<file path="config.mk">
export PLATFORM = sky130hd
export DESIGN_NAME = instr_loader_flat
export DESIGN_NICKNAME = d
export VERILOG_FILES = /design/src/rtl/instr_loader_if.sv /design/src/rtl/instr_loader.sv /design/src/flat_wrapper.sv
export SDC_FILE = /design/constraint.sdc
export NUM_CORES = 1
export LEC_CHECK = 0
export CAP_MARGIN = 20
export CORE_MARGIN = 2
export CORE_UTILIZATION = 40
export CTS_CLUSTER_DIAMETER = 60
export CTS_CLUSTER_SIZE = 8
export DETAILED_ROUTE_END_ITERATION = 10
export SLEW_MARGIN = 20
export SYNTH_ARGS = -nofsm -noshare
export SYNTH_HDL_FRONTEND = slang
export SYNTH_SLANG_ARGS = --single-unit
</file>
<file path="constraint.sdc">
create_clock -name clk -period 5.7 [get_ports clk]
set_input_delay 1.425 -clock clk [delete_from_list [all_inputs] [get_ports clk]]
set_output_delay 1.425 -clock clk [all_outputs]
set_load 0.03 [all_outputs]
</file>
<file path="src/rtl/instr_loader_if.sv">
// Host-stream, session-control and memory-port signals of the instruction loader.
// Build option LOADER_CHECKSUM_EN adds the checksum signal.
interface instr_loader_if #(
   parameter int ADDR_W = 6
);
   logic              start;
   logic [ADDR_W:0]   count;
   logic              abort;
   logic              in_valid;
   logic              in_ready;
   logic [2:0]        in_opcode;
   logic [7:0]        in_operand;
   logic              mem_wait;
   logic [ADDR_W-1:0] mem_addr;
   logic [10:0]       mem_wdata;
   logic              mem_rw;
   logic              busy;
   logic              done;
   logic [ADDR_W:0]   words_written;
`ifdef LOADER_CHECKSUM_EN
   logic [7:0]        checksum;

   modport master (
      output start, count, abort, in_valid, in_opcode, in_operand, mem_wait,
      input  in_ready, mem_addr, mem_wdata, mem_rw, busy, done, words_written, checksum
   );
   modport slave (
      input  start, count, abort, in_valid, in_opcode, in_operand, mem_wait,
      output in_ready, mem_addr, mem_wdata, mem_rw, busy, done, words_written, checksum
   );
`else
   modport master (
      output start, count, abort, in_valid, in_opcode, in_operand, mem_wait,
      input  in_ready, mem_addr, mem_wdata, mem_rw, busy, done, words_written
   );
   modport slave (
      input  start, count, abort, in_valid, in_opcode, in_operand, mem_wait,
      output in_ready, mem_addr, mem_wdata, mem_rw, busy, done, words_written
   );
`endif
endinterface

</file>
<file path="src/rtl/instr_loader.sv">
// Packs {opcode, operand} stream words and writes them to sequential instruction-memory
// addresses during a load session. Build option LOADER_CHECKSUM_EN adds a per-session checksum.
module instr_loader #(
   parameter int ADDR_W     = 6,
   parameter int FIFO_DEPTH = 4
) (
   input logic           clk,
   input logic           rst,
   instr_loader_if.slave bus
);
   localparam int              PTR_W     = $clog2(FIFO_DEPTH);
   localparam logic [PTR_W:0]  FIFO_FULL = (PTR_W + 1)'(FIFO_DEPTH);
   localparam logic [ADDR_W:0] MAX_WORDS = (ADDR_W + 1)'(2 ** ADDR_W);

   typedef enum logic [1:0] {IDLE, RUN, FIN} state_t;

   state_t            state, state_next;
   logic [ADDR_W:0]   target, accepted, words_written;
   logic [ADDR_W-1:0] mem_addr;
   logic [10:0]       mem_wdata;
   logic              mem_rw, done, done_next;
   logic [10:0]       fifo_mem [FIFO_DEPTH];
   logic [PTR_W-1:0]  rd_ptr, wr_ptr;
   logic [PTR_W:0]    fifo_count;
   logic [10:0]       head;
   logic              in_ready, push, issue, session_start, zero_start;

   assign session_start = (state == IDLE) && bus.start && (bus.count != '0);
   assign zero_start    = (state == IDLE) && bus.start && (bus.count == '0);
   assign in_ready      = (state == RUN) && (fifo_count != FIFO_FULL) && (accepted < target);
   // abort wins over a same-cycle push or issue, so neither happens on that edge
   assign push          = in_ready && bus.in_valid && !bus.abort;
   assign issue         = (state == RUN) && !bus.abort && (fifo_count != '0) && !bus.mem_wait;
   assign head          = fifo_mem[rd_ptr];

   always_ff @(posedge clk or posedge rst) begin
      if (rst) state <= IDLE;
      else     state <= state_next;
   end

   always_comb begin
      // NOTE: defaults come first so no path leaves a variable unassigned (no latch).
      state_next = state;
      case (state)
         IDLE:    if (session_start) state_next = RUN;
         RUN: begin
            if (bus.abort)                    state_next = IDLE;
            else if (words_written == target) state_next = FIN;
         end
         FIN:     state_next = IDLE;
         default: state_next = IDLE;
      endcase
      done_next = zero_start || ((state == RUN) && (state_next == FIN));
   end

   always_ff @(posedge clk or posedge rst) begin
      if (rst) begin
         target        <= '0;
         accepted      <= '0;
         words_written <= '0;
         mem_addr      <= '0;
         mem_wdata     <= '0;
         mem_rw        <= 1'b1;
         done          <= 1'b0;
         rd_ptr        <= '0;
         wr_ptr        <= '0;
         fifo_count    <= '0;
      end else begin
         // NOTE: non-blocking assignments so every register samples pre-edge values.
         done   <= done_next;
         mem_rw <= !issue;
         if (session_start) begin
            target        <= bus.count[ADDR_W] ? MAX_WORDS : bus.count;
            accepted      <= '0;
            words_written <= '0;
            mem_addr      <= '0;
            rd_ptr        <= '0;
            wr_ptr        <= '0;
            fifo_count    <= '0;
         end else begin
            if (push) begin
               wr_ptr   <= wr_ptr + 1'b1;
               accepted <= accepted + 1'b1;
            end
            // write address is the count of prior writes; it advances once the strobe ends
            if (issue) begin
               rd_ptr        <= rd_ptr + 1'b1;
               mem_wdata     <= head;
               mem_addr      <= words_written[ADDR_W-1:0];
               words_written <= words_written + 1'b1;
            end else if (!mem_rw) begin
               mem_addr <= mem_addr + 1'b1;
            end
            if ((state == RUN) && bus.abort) begin
               rd_ptr     <= '0;
               wr_ptr     <= '0;
               fifo_count <= '0;
            end else begin
               case ({push, issue})
                  2'b10:   fifo_count <= fifo_count + 1'b1;
                  2'b01:   fifo_count <= fifo_count - 1'b1;
                  default: fifo_count <= fifo_count;
               endcase
            end
         end
      end
   end

   // NOTE: buffer storage is not reset; the occupancy count alone decides what is valid.
   always_ff @(posedge clk) begin
      if (push) fifo_mem[wr_ptr] <= {bus.in_opcode, bus.in_operand};
   end

`ifdef LOADER_CHECKSUM_EN
   logic [7:0] checksum;

   always_ff @(posedge clk or posedge rst) begin
      if (rst)                checksum <= '0;
      else if (session_start) checksum <= '0;
      else if (issue)         checksum <= checksum + 8'(head[10:8]) + head[7:0];
   end

   assign bus.checksum = checksum;
`endif

   assign bus.in_ready      = in_ready;
   assign bus.mem_addr      = mem_addr;
   assign bus.mem_wdata     = mem_wdata;
   assign bus.mem_rw        = mem_rw;
   assign bus.busy          = (state != IDLE);
   assign bus.done          = done;
   assign bus.words_written = words_written;
endmodule

</file>
<file path="src/flat_wrapper.sv">
// flat-port wrapper written by rule: the top's interface ports become plain ports
module instr_loader_flat 
#(
   parameter int ADDR_W     = 6,
   parameter int FIFO_DEPTH = 4
)
  (clk, rst, bus_start, bus_count, bus_abort, bus_in_valid, bus_in_opcode, bus_in_operand, bus_mem_wait, bus_in_ready, bus_mem_addr, bus_mem_wdata, bus_mem_rw, bus_busy, bus_done, bus_words_written);
  instr_loader_if #(.ADDR_W(ADDR_W)) bus_i ();
  input logic clk;
  input logic rst;
  input wire logic [$bits(bus_i.start)-1:0] bus_start;
  input wire logic [$bits(bus_i.count)-1:0] bus_count;
  input wire logic [$bits(bus_i.abort)-1:0] bus_abort;
  input wire logic [$bits(bus_i.in_valid)-1:0] bus_in_valid;
  input wire logic [$bits(bus_i.in_opcode)-1:0] bus_in_opcode;
  input wire logic [$bits(bus_i.in_operand)-1:0] bus_in_operand;
  input wire logic [$bits(bus_i.mem_wait)-1:0] bus_mem_wait;
  output wire logic [$bits(bus_i.in_ready)-1:0] bus_in_ready;
  output wire logic [$bits(bus_i.mem_addr)-1:0] bus_mem_addr;
  output wire logic [$bits(bus_i.mem_wdata)-1:0] bus_mem_wdata;
  output wire logic [$bits(bus_i.mem_rw)-1:0] bus_mem_rw;
  output wire logic [$bits(bus_i.busy)-1:0] bus_busy;
  output wire logic [$bits(bus_i.done)-1:0] bus_done;
  output wire logic [$bits(bus_i.words_written)-1:0] bus_words_written;
  assign bus_i.start = bus_start;
  assign bus_i.count = bus_count;
  assign bus_i.abort = bus_abort;
  assign bus_i.in_valid = bus_in_valid;
  assign bus_i.in_opcode = bus_in_opcode;
  assign bus_i.in_operand = bus_in_operand;
  assign bus_i.mem_wait = bus_mem_wait;
  assign bus_in_ready = bus_i.in_ready;
  assign bus_mem_addr = bus_i.mem_addr;
  assign bus_mem_wdata = bus_i.mem_wdata;
  assign bus_mem_rw = bus_i.mem_rw;
  assign bus_busy = bus_i.busy;
  assign bus_done = bus_i.done;
  assign bus_words_written = bus_i.words_written;
  instr_loader #(.ADDR_W(ADDR_W), .FIFO_DEPTH(FIFO_DEPTH)) u_core (.clk(clk), .rst(rst), .bus(bus_i));
endmodule
</file>
==> results of run 1 <==
[logic make-up after synthesis]
logic type / Yosys count
AND/OR/NAND/NOR: 79
adder cells (fa/ha/maj): 15
XOR/XNOR: 22
multiplexers: 26
buffers and inverters: 28
AO/OA/AOI/OAI: 37
flip-flops: 93
[worst max-delay path: cells and delay by family, from the launching register on]
kind                     cells  cell delay [ns]
adder cells (fa/ha/maj)      1             0.30
flip-flops                   1             0.38
AO/OA/AOI/OAI                2             0.71
buffers and inverters        3             1.14
[cell type report]
cell class	instances	area, µm²	share of cell area
clock buffer	10	128	0.0255
clock inverter	6	119	0.0238
inverter	19	77.6	0.0155
multi-input combinational	179	1440	0.288
sequential	93	2550	0.510
tap	136	170	0.0340
timing repair buffer	52	518	0.104
[metrics by stage]
step                total power [mW]  cell area (µm²)
finish                          1.96             5000
global route                    2.07             5000
CTS                             1.98             5000
detailed placement              1.45             4750
global placement                1.44             4750
floorplan                       1.24             4130
[final timing paths]
path	start	to
max	u_core.target[6]	bus_in_ready
min	u_core.bus.mem_wdata[1]	u_core.bus.mem_wdata[1]
max reg2reg	u_core.target[6]	u_core.fifo_count[2]
min reg2reg	u_core.bus.mem_wdata[1]	u_core.bus.mem_wdata[1]
max in group asynchronous	rst	u_core.target[1]
min in group asynchronous	rst	u_core.bus.mem_wdata[0]
[state kept, by name (all words and copies together) (netlist names)]
register	cells
u_core.fifo_mem	44
u_core.bus.mem_wdata	11
u_core.accepted	7
u_core.bus.words_written	7
u_core.target	7
u_core.bus.mem_addr	6
u_core.fifo_count	3
u_core.rd_ptr	2
u_core.state	2
u_core.wr_ptr	2
u_core.bus.done	1
u_core.bus.mem_rw	1
[placed cells by master, fill, tap and decap left out, types with 3 or more instances in the layout]
master           instances
mux2_2                  12
nor2_1                  15
nor3_1                   3
o21ai_0                 17
xnor2_1                  8
or4_1                    3
mux2i_1                  3
ha_1                    14
a21oi_1                  6
xor2_1                  14
inv_1                   17
edfxtp_1                44
nand2b_1                 3
mux4_2                  11
clkdlybuf4s50_1         51
bufinv_16                3
dfrtp_1                 48
nand3_1                  5
and3_1                   8
nand3b_1                 5
nand2_1                 18
clkbuf_8                 9
nand4_1                 10
o31ai_1                  3
[routing by layer]
layer,wire [µm],global-route usage,up-vias,share of wire
met1,3540,0.201,1248,0.46
li1,-,-,1200,-
met4,119,0.0620,0,0.016
met2,3750,0.230,51,0.49
met5,0,0,-,0
met3,218,0.0229,9,0.029
[power breakdown]
group	leakage [nW]	total (mW)	switching [mW]	internal (mW)
sequential	1.06	0.879	0.0748	0.804
combinational	0.793	0.544	0.309	0.235
clock	0.123	0.537	0.239	0.297
total	1.97	1.96	0.623	1.34
==> metrics.txt, run 1 <==
Hold WS 0.510 ns; die extent in y 106 µm; Pleak 1.97 nW; Unique masters post-synth 44; later-pin clock latency in the skew report 0.36 ns; Seq/Total Area, Yosys 0.617; Pre-antenna DRT Iters 4; CTS Buf Count 9; die area 11200 µm²; Synth Area in XOR/XNOR 0.0467; number of synthesized flops with an enable pin 44; Yosys reg bits 93; Rows 37; crit-path max FO 12; worst min path class register to register; DP Wirelength 5.26 mm; period utilization 0.757; final worst clock skew 0.00822 ns; remaining antenna violation count after routing 0; Via-to-Cell Ratio 5.07; Ys Warns 0; pre-CTS setup slack 1.68 ns; clk sinks 93; Worst EP required 4.28 ns; first-pass GRT wire length 12.5 mm; Mapped Cells 300; Post-Syn Area per Cell 13.8 µm²; core area 10200 µm²; Post-synth top cells dfrtp_1, edfxtp_1, inv_1, nand2_1, o21ai_0; drt drc 0; Root Driver clkbuf_8; Layout Utilization 0.491; fmax 0.232 GHz; cell with the most instances after synthesis dfrtp_1; initial antenna violation count 0; GRT overflow 0; placer congestion estimate 0.761; RSZ-0062 raised after global routing no; PwrDens 392 nW/µm²; Final Hold Viols 0; highest-delay cell along the critical path clkdlybuf4s50_1; post-synthesis adder-cell area fraction 0.0473; combinational family with the most area after synthesis simple AND/OR/NAND/NOR gates; R2R Setup Slk 2.66 ns; outcome finished clean; CTS Hold Bufs 0; number of global-route vias before repair 2543; Synth Area in Compound Gates 0.0536; Max VDD drop 0.146 mV; Reg clk slew, reported paths 0.09 ns; Port Buf Inserts 51; top post-synthesis cells by area edfxtp_1, dfrtp_1, mux4_2; GRT Total Usage 0.145; post-CTS sizing 0; Max H-tree Level 3; crit end category primary output; Final Max Slew Viols 0; Worst Tran Pin Value 0.875 ns; Area Overhead vs Synth 21.1%; I/O Pins 52; Layout fillers 938; mux share of post-synthesis cell area 0.100; Largest stage delay, worst path 0.74 ns; Hold Crit Depth 1; Setup Viol. Count Final 0; routed wire length 7.63 mm; post-synth top area share 0.320; post-route non-filler standard cell count 495; max-cap violation count 0; setup slack after layout 1.39 ns; setup TNS 0 ns; Crit path top cell by count inv_1; CTS tree done; WL/cell 15.4 µm; largest net degree at the start of global routing 50; crit path launch type register; Clock Tree Buf Depth 2; asr flop ratio synth 0.527; post-synthesis simple-gate area fraction 0.101; Mapped Nets 339; nets@finish 393; effective utilization at floorplan 0.405; Die W 106 µm; Main synth FF type dfrtp_1; layout cells sized above 1 0.128; CP arrival 2.89 ns; Max-slew headroom 0.416; DRT iter0 DRCs 107; Final Critical Period 4.31 ns; Post CTS Setup Buffer Count 0; Syn Std Cell Area 4130 µm²; Placed Cells incl. Taps 479; Vias 2508; diode count 0; FF-to-FF path depth 12; Synth area leader edfxtp_1; critical-path cell list inv_1 -> ha_1 -> a2111oi_1 -> o211ai_1 -> inv_1 -> clkdlybuf4s50_1; CP Class register to primary output
(Power assumes the default switching activity.)
==> run 2, diff against run 1 <==
==> constraint.sdc (replaced) <==
create_clock -name clk -period 3.7 [get_ports clk]
set_input_delay 0.925 -clock clk [delete_from_list [all_inputs] [get_ports clk]]
set_output_delay 0.925 -clock clk [all_outputs]
set_load 0.03 [all_outputs]
==> run 2 against run 1 <==
  * Die area stayed put
  * Sequential share of layout area stayed put
  * Register-to-register slack worse by 2.1 ns
  * Via count is 0.12% lower
  * First-iteration DRC count is 5.6% higher
  * Critical endpoint unchanged
  * Largest power group unchanged
  * Highest routed layer unchanged
==> metrics.txt, run 2 (synthesis gave the netlist of run 1 again) <==
outcome finished clean; drt drc 0; Root Driver clkbuf_8; Pre-antenna DRT Iters 4; Setup Viol. Count Final 0; Biggest register u_core.fifo_mem; DRT iter0 DRCs 113; DP Wirelength 5.42 mm; CP Class register to primary output; Largest regs u_core.fifo_mem: 44 flops, u_core.bus.mem_wdata: 11 flops; core area 10200 µm²; Max H-tree Level 3; Worst R2R End u_core.fifo_count[2]; area taken by multi-input logic gates 1440 µm²; Max VDD drop 0.242 mV; post-CTS sizing 0; Area Overhead vs Synth 21.1%; clk sinks 93; Pleak 1.98 nW; commonest non-fill, non-tap cell in the layout clkdlybuf4s50_1; Final Max Slew Viols 0; R2R Setup Slk 0.60 ns; FF-to-FF path depth 13; crit end category primary output; effective utilization at floorplan 0.405; GRT overflow 0; die area 11200 µm²; Comb pwr share 0.299; Max-slew headroom 0.476; WL/cell 15.4 µm; Port Buf Inserts 51; Worst Tran Pin Value 0.786 ns; Placed Cells incl. Taps 485; fmax 0.289 GHz; Hold WS 0.512 ns; GRT Total Usage 0.148; total power 2.92 mW; placed cell area 4800 µm²; first-pass GRT wire length 12.6 mm; most frequent cells in the layout clkdlybuf4s50_1, dfrtp_1, edfxtp_1; remaining antenna violation count after routing 0; diode count 0; max-cap violation count 0; Layout Utilization 0.491; Final Hold Viols 0; Die W 106 µm; nets@finish 399; Psw 0.972 mW; I/O Pins 52; Reg clk slew, reported paths 0.10 ns; setup slack after layout 0.245 ns; CTS Buf Count 9; number of global-route vias before repair 2534; Reg area 2550 µm²; Critical Path Start u_core.target[6]; worst r2r src u_core.target[6]; CP arrival 2.53 ns; Clock Tree Buf Depth 2; P_int 1.94 mW; fin area 5000 µm²; setup TNS 0 ns; placer congestion estimate 0.758; largest net degree at the start of global routing 25; CTS tree done; routed wire length 7.73 mm; Layout fillers 925; post-route non-filler standard cell count 501; Reg power frac 0.464; period utilization 0.934; CP endpoint bus_in_ready; later-pin clock latency in the skew report 0.35 ns; Post CTS Setup Buffer Count 0; crit-path max FO 3; RSZ-0062 raised after global routing no; Worst EP required 2.77 ns; worst min path class register to register; initial antenna violation count 0; Sw Share 0.333; layout cells sized above 1 0.145; Largest register FFs 44; Final Critical Period 3.46 ns; Vias 2505; CTS Hold Bufs 0; pre-CTS setup slack 0.393 ns; Rows 37; die extent in y 106 µm; Via-to-Cell Ratio 5.00; crit path launch type register; power share of the clock group 0.237; final worst clock skew 0.00934 ns; PwrDens 583 nW/µm²
-- run 2: cell types whose count changed in the layout (fill, tap and decap cells not counted) --
cell,delta
clkbuf_1,-1
clkinv_4,-1
buf_4,+6
clkinvlp_4,+2
bufinv_16,-2
inv_6,+1
inv_2,+1
-- run 2: worst min path at each step --
stage                            start                       to  cells after the start
2_1_floorplan         u_core.target[0]         u_core.target[0]                      2
3_3_place_gp   u_core.bus.mem_wdata[1]  u_core.bus.mem_wdata[1]                      1
3_5_place_dp   u_core.bus.mem_wdata[9]  u_core.bus.mem_wdata[9]                      1
4_1_cts        u_core.bus.mem_wdata[9]  u_core.bus.mem_wdata[9]                      1
5_1_grt        u_core.bus.mem_wdata[0]  u_core.bus.mem_wdata[0]                      1
6_report       u_core.bus.mem_wdata[9]  u_core.bus.mem_wdata[9]                      1
-- run 2: final cells by class --
cell class	count	share of cell area
clock inverters	7	0.0158
well taps	136	0.0340
flip-flops and latches	93	0.510
inverters	19	0.0153
multi-input cells	179	0.288
clock buffers	9	0.0248
repair buffers	58	0.113
-- run 2: critical path, cell delays in order, from the launching register on --
cell             delay [ns]
dfrtp_1                0.40
inv_1                  0.10
ha_1                   0.26
a2111oi_1              0.43
o211ai_1               0.20
inv_1                  0.11
clkdlybuf4s50_1        0.68
-- run 2: power groups by stage --
stage	Clock, mW	Sequential (mW)	Combinational [mW]
after floorplan	0	1.48	0.422
after global placement	0	1.37	0.868
after detailed placement	0	1.38	0.877
after CTS	0.704	1.36	0.881
after global routing	0.748	1.38	0.951
final	0.692	1.35	0.870
-- run 2: layer usage --
| metal | vias to the layer above | part of all wire | GRT usage |
|---|---|---|---|
| met5 | - | 0 | 0 |
| met4 | 0 | 0.011 | 0.0536 |
| met3 | 7 | 0.026 | 0.0229 |
| met2 | 40 | 0.49 | 0.244 |
| met1 | 1241 | 0.47 | 0.199 |
| li1 | 1217 | - | - |
==> run 3, diff against run 2 <==
--- a/config.mk
+++ b/config.mk
@@ -7,10 +7,11 @@
 export LEC_CHECK = 0
 export CAP_MARGIN = 20
 export CORE_MARGIN = 2
-export CORE_UTILIZATION = 40
+export CORE_UTILIZATION = 50
 export CTS_CLUSTER_DIAMETER = 60
 export CTS_CLUSTER_SIZE = 8
 export DETAILED_ROUTE_END_ITERATION = 10
+export PLACE_DENSITY = 0.76
 export SLEW_MARGIN = 20
 export SYNTH_ARGS = -nofsm -noshare
 export SYNTH_HDL_FRONTEND = slang
==> run 3 against run 2 <==
  * Worst hold slack worse by 0.0035 ns
  * Power down 4.1%
  * First-iteration DRC count down 6.2%
  * Largest power group unchanged
==> metrics.txt, run 3 (synthesis gave the netlist of run 1 again) <==
Pleak 1.96 nW; GRT overflow 0; Worst EP required 3.92 ns; Die W 94.9 µm; CTS tree done; Final Max Slew Viols 0; crit-path max FO 6; number of global-route vias before repair 2515; critical path buffer and inverter count 4; Max VDD drop 0.304 mV; routed wire length 7.37 mm; Pre-antenna DRT Iters 6; Largest register FFs 44; WL/cell 15.8 µm; DP Wirelength 5.14 mm; Hold WS 0.509 ns; drt drc 0; Crit path top cell by count nor2_1; diode count 0; PwrDens 570 nW/µm²; crit path launch type register; die extent in y 94.9 µm; Max H-tree Level 3; fin area 4910 µm²; Final Hold Viols 0; max-cap violation count 0; Vias 2514; worst min path class register to register; clk sinks 93; highest-delay cell along the critical path a2111oi_1; I/O Pins 52; remaining antenna violation count after routing 0; largest net degree at the start of global routing 50; most used routing layer met2; placer congestion estimate 0.789; met3 GRT Util 0.0319; setup TNS 0 ns; outcome finished clean; Largest stage delay, worst path 0.43 ns; CTS Buf Count 9; CP top delay family adder cells; Max-slew headroom 0.423; layout cells sized above 1 0.133; core area 8090 µm²; initial antenna violation count 0; Reg clk slew, reported paths 0.08 ns; Root Driver clkbuf_8; nets@finish 398; critical-path cell list inv_1 -> ha_1 -> a2111oi_1 -> o211ai_1 -> buf_4 -> buf_4 -> nor2_1 -> inv_1 -> ha_1 -> fa_1 -> xnor2_1 -> nor2_1 -> xnor2_1 -> nor2_1; final worst clock skew 0.00557 ns; grt met1 use 0.239; Largest regs u_core.fifo_mem: 44 flops, u_core.bus.mem_wdata: 11 flops; most frequent cells in the layout clkdlybuf4s50_1, dfrtp_1, edfxtp_1; period utilization 0.894; placed cell area 4730 µm²; Port Buf Inserts 51; Clock Tree Buf Depth 2; Area Overhead vs Synth 18.8%; Final Critical Period 3.31 ns; fmax 0.302 GHz; DRT iter0 DRCs 106; crit end category register; GRT Total Usage 0.180; Setup Viol. Count Final 0; CP arrival 3.53 ns; GR Util met2 0.298; Worst Tran Pin Value 0.865 ns; die area 9000 µm²; Biggest register u_core.fifo_mem; RSZ-0062 raised after global routing no; Via-to-Cell Ratio 5.38; effective utilization at floorplan 0.510; later-pin clock latency in the skew report 0.35 ns; Rows 33; commonest non-fill, non-tap cell in the layout clkdlybuf4s50_1; CP Class register to register; first-pass GRT wire length 12.1 mm
## run 3: cell count changes in the layout (fill, tap and decap cells not counted)
cell,previous run,this run
clkinv_1,0,2
buf_4,7,6
bufinv_16,1,0
clkdlybuf4s50_1,51,50
clkinv_2,1,2
clkinvlp_4,2,1
dlymetal6s2s_1,0,1
inv_2,1,0
inv_6,2,1
inv_8,1,0
## run 3: layer usage
metal,vias up,share of wire
li1,1210,-
met1,1254,0.45
met2,45,0.51
met3,5,0.033
met4,0,0.013
met5,-,0
## run 3: cell type report
cell class | instances | area, µm²
fill | 651 | 3190
sequential | 93 | 2550
multi-input combinational | 179 | 1440
timing repair buffer | 57 | 558
tap | 105 | 131
clock buffer | 9 | 124
inverter | 19 | 77.6
clock inverter | 5 | 28.8
## run 3: final timing paths
path / start / cells after the start / endpoint / slack (ns)
worst max-delay path: u_core.target[6] / 14 / u_core.fifo_count[2] / 0.39
max in group asynchronous: rst / 2 / u_core.accepted[1] / 2.14
worst max register to register: u_core.target[6] / 14 / u_core.fifo_count[2] / 0.39
min in group asynchronous: rst / 2 / u_core.bus.mem_addr[4] / 1.06
worst min register to register: u_core.bus.mem_wdata[5] / 1 / u_core.bus.mem_wdata[5] / 0.51
worst min-delay path: u_core.bus.mem_wdata[5] / 1 / u_core.bus.mem_wdata[5] / 0.51
## run 3: repair_timing
| item | in CTS | in global routing |
|---|---|---|
| setup buffers | 0 | 2 |
| hold buffers | 0 | 0 |
| setup endpoints to repair | 0 | 1 |
| gates resized for setup | 0 | 1 |
## run 3: power breakdown
part           internal (mW)  switching, mW  total (mW)
logic                  0.391          0.489       0.881
clock network          0.233          0.332       0.565
registers               1.24          0.112        1.35
## run 3: per-stage QoR
step	instances	utilization	setup WS, ns	total power [mW]
6_report	467	0.606	0.392	2.80
5_1_grt	467	0.606	0.141	2.95
4_1_cts	465	0.604	0.0740	2.80
3_5_place_dp	451	0.585	0.369	2.24
3_3_place_gp	451	0.585	0.450	2.21
2_1_floorplan	300	-	0.815	1.91
